### config.mk
export PLATFORM = sky130hd
export DESIGN_NAME = thermo_dac_driver
export DESIGN_NICKNAME = d
export VERILOG_FILES = /design/src/rtl/thermo_dac_pkg.sv /design/src/rtl/thermo_dac_driver_rotator.sv /design/src/rtl/thermo_dac_driver.sv
export SDC_FILE = /design/constraint.sdc
export NUM_CORES = 1
export LEC_CHECK = 0
export CAP_MARGIN = 20
export CORE_AREA = 2 2 39 41
export CTS_CLUSTER_SIZE = 28
export DETAILED_ROUTE_END_ITERATION = 7
export DIE_AREA = 0 0 41 43
export DONT_BUFFER_PORTS = 1
export MAX_ROUTING_LAYER = met4
export PLACE_DENSITY = 0.65
export SLEW_MARGIN = 0
export SYNTH_ARGS = -nofsm -noshare
export SYNTH_HDL_FRONTEND = slang
export SYNTH_SLANG_ARGS = --single-unit
### constraint.sdc
create_clock -name clk -period 5 [get_ports clk]
set_clock_uncertainty 0.05 [all_clocks]
set_input_delay 0.5 -clock clk [delete_from_list [all_inputs] [get_ports clk]]
set_output_delay 0.5 -clock clk [all_outputs]
set_load 0.1 [all_outputs]
### src/rtl/thermo_dac_pkg.sv
// Shared definitions for the thermometer DAC driver: FSM state encoding,
// level-count derivation, binary-to-thermometer conversion and a modulo adder
// used by the data-weighted-averaging pointer.
package thermo_dac_pkg;

  localparam int MAX_NBITS = 6;
  localparam int MAX_NLEV  = (1 << MAX_NBITS) - 1;

  localparam logic [1:0] ST_IDLE   = 2'd0;
  localparam logic [1:0] ST_RAMP   = 2'd1;
  localparam logic [1:0] ST_SETTLE = 2'd2;

  typedef enum logic [1:0] {
    IDLE   = ST_IDLE,
    RAMP   = ST_RAMP,
    SETTLE = ST_SETTLE
  } state_t;

  function automatic int nlev(input int nbits);
    return (1 << nbits) - 1;
  endfunction

  // Bit i is set when code > i; callers truncate to their own level count.
  function automatic logic [MAX_NLEV-1:0] bin2therm(input logic [MAX_NBITS-1:0] code);
    logic [MAX_NLEV-1:0] t;
    t = '0;
    for (int i = 0; i < MAX_NLEV; i++) begin
      t[i] = (int'(code) > i);
    end
    return t;
  endfunction

  // (a + b) mod m, valid while a < m and b <= m, so one subtraction suffices.
  function automatic logic [MAX_NBITS-1:0] mod_add(input logic [MAX_NBITS-1:0] a,
                                                    input logic [MAX_NBITS-1:0] b,
                                                    input logic [MAX_NBITS:0]   m);
    logic [MAX_NBITS:0] s;
    s = {1'b0, a} + {1'b0, b};
    if (s >= m) begin
      s = s - m;
    end
    return s[MAX_NBITS-1:0];
  endfunction

endpackage

### src/rtl/thermo_dac_driver_rotator.sv
// Combinational rotate-left of a thermometer pattern by a pointer (< NLEV).
// With the pointer held at zero it is a pass-through.
module thermo_rotator
  import thermo_dac_pkg::*;
#(
  parameter int NLEV = 3
) (
  input  logic [NLEV-1:0]      din,
  input  logic [MAX_NBITS-1:0] ptr,
  output logic [NLEV-1:0]      dout
);

  // Shift a doubled copy so the bits pushed past the top wrap back to the bottom.
  always_comb begin
    dout = NLEV'(({din, din} << ptr) >> NLEV);
  end

endmodule

### src/rtl/thermo_dac_driver.sv
// Thermometer (unit-element) DAC driver. Accepts a binary target code, walks
// the driven level one step per clock toward it, holds for SETTLE_CYC cycles,
// then pulses done. Optional data-weighted averaging is enabled by defining
// THERMO_DAC_DWA_EN: the active elements are rotated by a pointer that advances
// by the settled level each time a conversion completes.
//
// state  | meaning
// IDLE   | waiting for a code, in_ready high
// RAMP   | cur_code stepping toward target
// SETTLE | holding target for SETTLE_CYC cycles
module thermo_dac_driver
  import thermo_dac_pkg::*;
#(
  parameter  int NBITS      = 2,
  parameter  int SETTLE_CYC = 2,
  localparam int NLEV       = (1 << NBITS) - 1
) (
  input  logic             clk,
  input  logic             rst,
  input  logic             in_valid,
  output logic             in_ready,
  input  logic [NBITS-1:0] in_code,
  output logic [NLEV-1:0]  therm,
  output logic [NBITS-1:0] cur_code,
  output logic             busy,
  output logic             done
);

  localparam int CW = (SETTLE_CYC > 1) ? $clog2(SETTLE_CYC) : 1;
  localparam logic [CW-1:0] SETTLE_LOAD = CW'(SETTLE_CYC - 1);

  state_t                 state;
  logic [NBITS-1:0]       target;
  logic [CW-1:0]          settle_cnt;
  logic [NBITS-1:0]       cur_nxt;
  logic                   enter_idle;
  logic [NLEV-1:0]        therm_base;
  logic [NLEV-1:0]        therm_nxt;
  logic [MAX_NBITS-1:0]   ptr_nxt;

  // Next driven level: one step toward target while ramping, otherwise hold.
  always_comb begin
    cur_nxt    = cur_code;
    enter_idle = 1'b0;
    if (state == RAMP) begin
      cur_nxt = (cur_code < target) ? cur_code + NBITS'(1) : cur_code - NBITS'(1);
    end
    if ((state == SETTLE) && (settle_cnt == '0)) begin
      enter_idle = 1'b1;
    end
  end

  // Plain thermometer pattern for the next level, before any rotation.
  always_comb begin
    therm_base = NLEV'(bin2therm(MAX_NBITS'(cur_nxt)));
  end

`ifdef THERMO_DAC_DWA_EN
  localparam logic [MAX_NBITS:0] NLEV_M = (MAX_NBITS + 1)'(NLEV);

  logic [MAX_NBITS-1:0] ptr;

  // Pointer advances by the settled level as the conversion completes, so the
  // rotated pattern shows up in the same cycle as done.
  always_comb begin
    ptr_nxt = enter_idle ? mod_add(ptr, MAX_NBITS'(cur_code), NLEV_M) : ptr;
  end

  // DWA pointer register.
  always_ff @(posedge clk) begin
    if (rst) begin
      ptr <= '0;
    end else begin
      ptr <= ptr_nxt;
    end
  end
`else
  // Without DWA the rotator sees a zero pointer and passes the pattern through.
  always_comb begin
    ptr_nxt = '0;
  end
`endif

  thermo_rotator #(
    .NLEV (NLEV)
  ) u_rotator (
    .din  (therm_base),
    .ptr  (ptr_nxt),
    .dout (therm_nxt)
  );

  // Sequencing FSM with registered level, switch drive and handshake outputs.
  always_ff @(posedge clk) begin
    if (rst) begin
      state      <= IDLE;
      target     <= '0;
      settle_cnt <= '0;
      cur_code   <= '0;
      therm      <= '0;
      in_ready   <= 1'b1;
      busy       <= 1'b0;
      done       <= 1'b0;
    end else begin
      cur_code <= cur_nxt;
      therm    <= therm_nxt;
      done     <= 1'b0;
      case (state)
        IDLE: begin
          if (in_valid && in_ready) begin
            target   <= in_code;
            in_ready <= 1'b0;
            busy     <= 1'b1;
            if (in_code != cur_code) begin
              state <= RAMP;
            end else begin
              state      <= SETTLE;
              settle_cnt <= SETTLE_LOAD;
            end
          end
        end
        RAMP: begin
          if (cur_nxt == target) begin
            state      <= SETTLE;
            settle_cnt <= SETTLE_LOAD;
          end
        end
        SETTLE: begin
          if (enter_idle) begin
            state    <= IDLE;
            in_ready <= 1'b1;
            busy     <= 1'b0;
            done     <= 1'b1;
          end else begin
            settle_cnt <= settle_cnt - CW'(1);
          end
        end
        default: begin
          state    <= IDLE;
          in_ready <= 1'b1;
          busy     <= 1'b0;
        end
      endcase
    end
  end

endmodule

==> results.toml, run 1 <==
[floorplan]
initial_core_util_pct = 48.2
core_area_sq_um = 1380
die_y_um = 43
rows = 14
dieArea_sq_um = 1760
io_pins = 13
fp.dieW_um = 41

[placement]
place_hpwl_um = 818
place_congestion = 0.748
port_buffers = 0

[clocking]
cts_setup_buffers = 0
clock_path_buffers = 2
clkSlewWorstSetupHoldPaths_ns = 0.07
cts_resized = 0
cts-htree-levels = 1
cts_tree = "done"
cts_buffers = 3
clkLatencyLatePin_ns = 0.27
clock-sinks = 13
holdBufCountCts = 0
cts-root-buf = "clkbuf_4"

[final_layout]
syn2layout_area_growth_pct = 6.94
diodes = 0
drive_gt1_share_pct = 12.2
nNetsFinal = 84

[synthesis]
syn-cell-area_sq_um = 667
yosysSeqAreaShare_pct = 39.0
syn_avg_cell_area_sq_um = 9.39
ys_warn_count = 0
syn_inst = 71
ys_types = 26
synth_fp_nets = 80
synth_top_area_share_pct = 39.0
synthTopCellsByArea = "dfxtp_1 (39%), mux2i_1 (9.0%), ha_1 (7.5%)"
ys_ff_latch = 13
synth.largest_area_cell = "dfxtp_1"

[critical_path]
cp-end-kind = "flop"
path_max_fanout = 6
cp.required_ns = 5.11
cp.arrival_ns = 2.57
crit_type = "flop to flop"
r2r_slack_ns = 2.54
start_kind = "flop"

[sta]
post-route-min-period_ns = 2.46
finalSetupViolCount = 0
maxSlewViolCount = 0
slew-limit-headroom_pct = 23.4
hold_violations = 0
max_freq_mhz = 407
rsz0062_at_grt = "no"
fin_tns_setup_ns = 0
period_share_pct = 49.1
holdWs_ns = 0.237
tightest_slew_ns = 1.15

[routing]
drt-initial-drc-count = 1
drc_errors = 0
drt-total-wl_mm = 1.00
ant_nets = 0
viasPerCell = 5.26
wire_per_inst_um = 11.1
vias = 473
dr.pass1.iters = 2

[grt]
grt_antenna_before_repair = 0
grt_first_pass_wirelength_mm = 1.86
first_global_vias = 469
grt_usage_pct = 16.4
overflow = 0
grt_max_degree = 10

[hold_path]
holdCritPathClass = "input pin to flop"

[outcome]
status = "finished clean"

[job]
cap_violations = 0
-- cells by family (layout without fill, tap and decap cells) --
family | Yosys count | in the layout | synth area share [%]
buffers and inverters | 9 | 12 | 5.07
AOI/OAI and AO/OA | 12 | 12 | 15.4
adders and majority gates | 4 | 4 | 7.50
and+or+nand+nor | 21 | 21 | 15.8
DFF | 13 | 13 | 39.0
xor gates and xnor gates | 5 | 5 | 6.57
muxes | 7 | 7 | 10.7
-- state kept, by name, summed over array words and instances (netlist names) --
signal	cells
therm	3
cur_code	2
state	2
target	2
busy	1
done	1
in_ready	1
settle_cnt	1
-- per-layer routing --
metal	vias to the layer above	global-route usage (%)	wire length [um]
li1	245	-	-
met1	217	16.2	404
met2	8	24.4	528
met3	3	6.28	39
met4	0	12.7	28
met5	-	-	0
-- synthesized netlist by cell type, drive strengths merged --
| master | n |
|---|---|
| dfxtp | 13 |
| a21o | 2 |
| ha | 4 |
| inv | 7 |
| a21boi | 1 |
| or3 | 2 |
| xnor2 | 3 |
| nor3b | 1 |
| mux2i | 6 |
| o21a | 1 |
| and2 | 1 |
| a311oi | 2 |
| mux2 | 1 |
| o21ai | 3 |
| nor3 | 1 |
| clkbuf | 2 |
| xor2 | 2 |
| o31ai | 1 |
| o211ai | 2 |
| or2 | 1 |
| nand3 | 1 |
| nand2 | 5 |
| nor2 | 7 |
| nor2b | 2 |
-- worst max-delay path: stages (launching register included) --
cell and delay [ns]:
dfxtp_1 1.09, o31ai_2 0.19, or3_4 0.42, a311oi_2 0.25, mux2_1 0.33
-- cell type report --
cell class | count | area [sq um]
flip-flops and latches | 13 | 260
well taps | 16 | 20.0
inverters | 7 | 26.3
clock buffers | 4 | 26.3
multi-input cells | 49 | 373
fillers | 142 | 671
repair buffers | 1 | 7.51
-- path summary, 6_finish.rpt --
kind	from	to	cells past startpoint
setup / recovery	cur_code[0]	settle_cnt	4
hold / removal	rst	cur_code[0]	1
setup reg to reg	cur_code[0]	settle_cnt	4
hold reg to reg	settle_cnt	done	1
-- stage by stage --
stage	area (sq um)	util, %	instances	setup WS [ns]
after floorplan	667	-	71	2.18
after global placement	687	49.6	86	2.58
after detailed placement	687	49.6	86	2.56
after CTS	713	51.5	90	2.54
after global routing	713	51.5	90	2.43
final	713	51.5	90	2.54
-- layout by cell type, fill, tap and decap left out --
| cell type | Yosys | final |
|---|---|---|
| or2_2 | 1 | 1 |
| a311oi_2 | 2 | 2 |
| o21ai_1 | 1 | 1 |
| a21boi_0 | 1 | 1 |
| and2_1 | 1 | 1 |
| inv_1 | 7 | 7 |
| or3_4 | 1 | 1 |
| o21a_1 | 1 | 1 |
| o31ai_2 | 1 | 1 |
| nor3b_1 | 1 | 1 |
| clkbuf_1 | 2 | 1 |
| mux2_1 | 1 | 1 |
| nand3_1 | 1 | 1 |
| o211ai_1 | 2 | 2 |
| xnor2_1 | 3 | 3 |
| nor3_1 | 1 | 1 |
| mux2i_1 | 6 | 6 |
| nand2_1 | 5 | 5 |
| o21ai_0 | 2 | 2 |
| or3_1 | 1 | 1 |
| nor2b_1 | 2 | 2 |
| nor2_1 | 7 | 7 |
| ha_1 | 4 | 4 |
| a21o_1 | 2 | 2 |
| dfxtp_1 | 13 | 13 |
| clkbuf_4 | 0 | 3 |
| xor2_1 | 2 | 2 |
| buf_4 | 0 | 1 |
Power of run 1 is left out: the tool's default activity adds up to more than one toggle a clock period on the data nets, which glitch-free logic cannot reach.
==> run 2: changes to the inputs <==
PLACE_DENSITY = 0.68   (was 0.65)
clock period = 2 ns   (was 5 ns; I/O delays follow)
==> run 2 against run 1 <==
Effect of this change: utilization increased by 11 points; worst hold slack lost 0.20 ns; wire length grew 33%; highest routed layer unchanged.
==> results.toml, run 2 (same netlist as run 1, synthesis figures left out) <==
[outcome]
status = "finished clean"

[sta]
post-route-min-period_ns = 1.99
maxSlewViolCount = 0
worst_slack_ns = 0.0105
fin_tns_setup_ns = 0
tightest_slew_ns = 0.364
period_share_pct = 99.5
slew-limit-headroom_pct = 75.5
finalSetupViolCount = 0
hold_violations = 0
max_freq_mhz = 503
rsz0062_at_grt = "yes"

[final_layout]
nNetsFinal = 95
diodes = 0
drive_gt1_share_pct = 32.9
stdcell_area_sq_um = 861
syn2layout_area_growth_pct = 29.1
largest_reg_flops = 3
regMostFlops = "therm"
final_common_cell = "buf_4"
fill_cells = 114
final_cell_mix = "buf_4 (11), dfxtp_1 (9), nor2_1 (7)"

[grt]
grt_usage_pct = 18.0
grt_max_degree = 9
first_global_vias = 498
overflow = 0
grt_antenna_before_repair = 0
grt_first_pass_wirelength_mm = 2.03

[floorplan]
initial_core_util_pct = 48.2
io_pins = 13
fp.dieW_um = 41
rows = 14
die_y_um = 43
dieArea_sq_um = 1760
core_area_sq_um = 1380

[clocking]
clkSlewWorstSetupHoldPaths_ns = 0.08
cts_setup_buffers = 0
cts-htree-levels = 1
cts_tree = "done"
cts_buffers = 3
cts-root-buf = "clkbuf_4"
clock-sinks = 13
clock_path_buffers = 2
clkLatencyLatePin_ns = 0.28

[critical_path]
crit_type = "flop to flop"
cp.required_ns = 2.12
path_max_fanout = 3
cp.arrival_ns = 2.11
cp-end-kind = "flop"
start_kind = "flop"

[routing]
wire_per_inst_um = 13.2
highest_layer = "met4"
viasPerCell = 5.30
wl_met2_um = 735
drc_errors = 0
drt-initial-drc-count = 7
drt-total-wl_mm = 1.33
vias = 535
wl_met1_um = 522
ant_nets = 0
wl_met3_um = 43
dr.pass1.iters = 4

[placement]
place_ws_ns = -0.0107
port_buffers = 0
placed_area_sq_um = 785
place_congestion = 0.743
place_hpwl_um = 991

[job]
cap_violations = 0

[hold_path]
holdCritPathClass = "input pin to flop"
run 2: cell count changes in the layout (fill, tap and decap cells not counted), sizes merged:
cell         change
buf             +10
clkbuf           -1
clkinv           +1
dlygate4sd3      +1
run 2: critical path: stages, from the launching register on:
cell and delay (ns):
dfxtp_2 0.34, inv_2 0.04, ha_4 0.27, nor2b_4 0.15, o31ai_4 0.09, or3_4 0.40, a311oi_2 0.21, mux2_1 0.33
run 2: area by class of cell:
class                           instances  area, sq um  area share [%]
Tap cell                               16         20.0            2.33
Clock inverter                          1         5.00           0.581
Inverter                                7         26.3            3.05
Sequential cell                        13          268            31.1
Timing Repair Buffer                   12         92.6            10.8
Clock buffer                            3         22.5            2.62
Multi-Input combinational cell         49          427            49.6
run 2: worst paths after layout:
kind,start,cells after the start,endpoint,slack (ns)
max,target[1],7,settle_cnt,0.01
min,in_code[0],2,target[0],0.03
max reg2reg,target[1],7,settle_cnt,0.01
min reg2reg,settle_cnt,1,done,0.39
run 2: metal layers:
layer	global-route usage [%]	up-vias
li1	-	266
met4	12.0	0
met5	-	-
met1	19.9	256
met3	3.66	4
met2	27.5	9
run 2: stage by stage:
| step | hold WS [ns] | cells | util, % |
|---|---|---|---|
| finish | 0.0324 | 101 | 62.2 |
| floorplan | 0.294 | 71 | - |
| detailed placement | 0.220 | 96 | 56.7 |
| global placement | 0.218 | 96 | 56.7 |
| CTS | 0.0344 | 101 | 59.6 |
| global route | 0.0678 | 101 | 62.2 |
run 2: repair_timing:
item                                    in CTS  in global routing
hold endpoints to repair                     6                  0
pin swaps                                    0                  4
endpoints found under the setup margin       3                  4
hold buffers                                 1                  0
gates resized for setup                      1                  8
Power of run 2 is left out for the same reason.
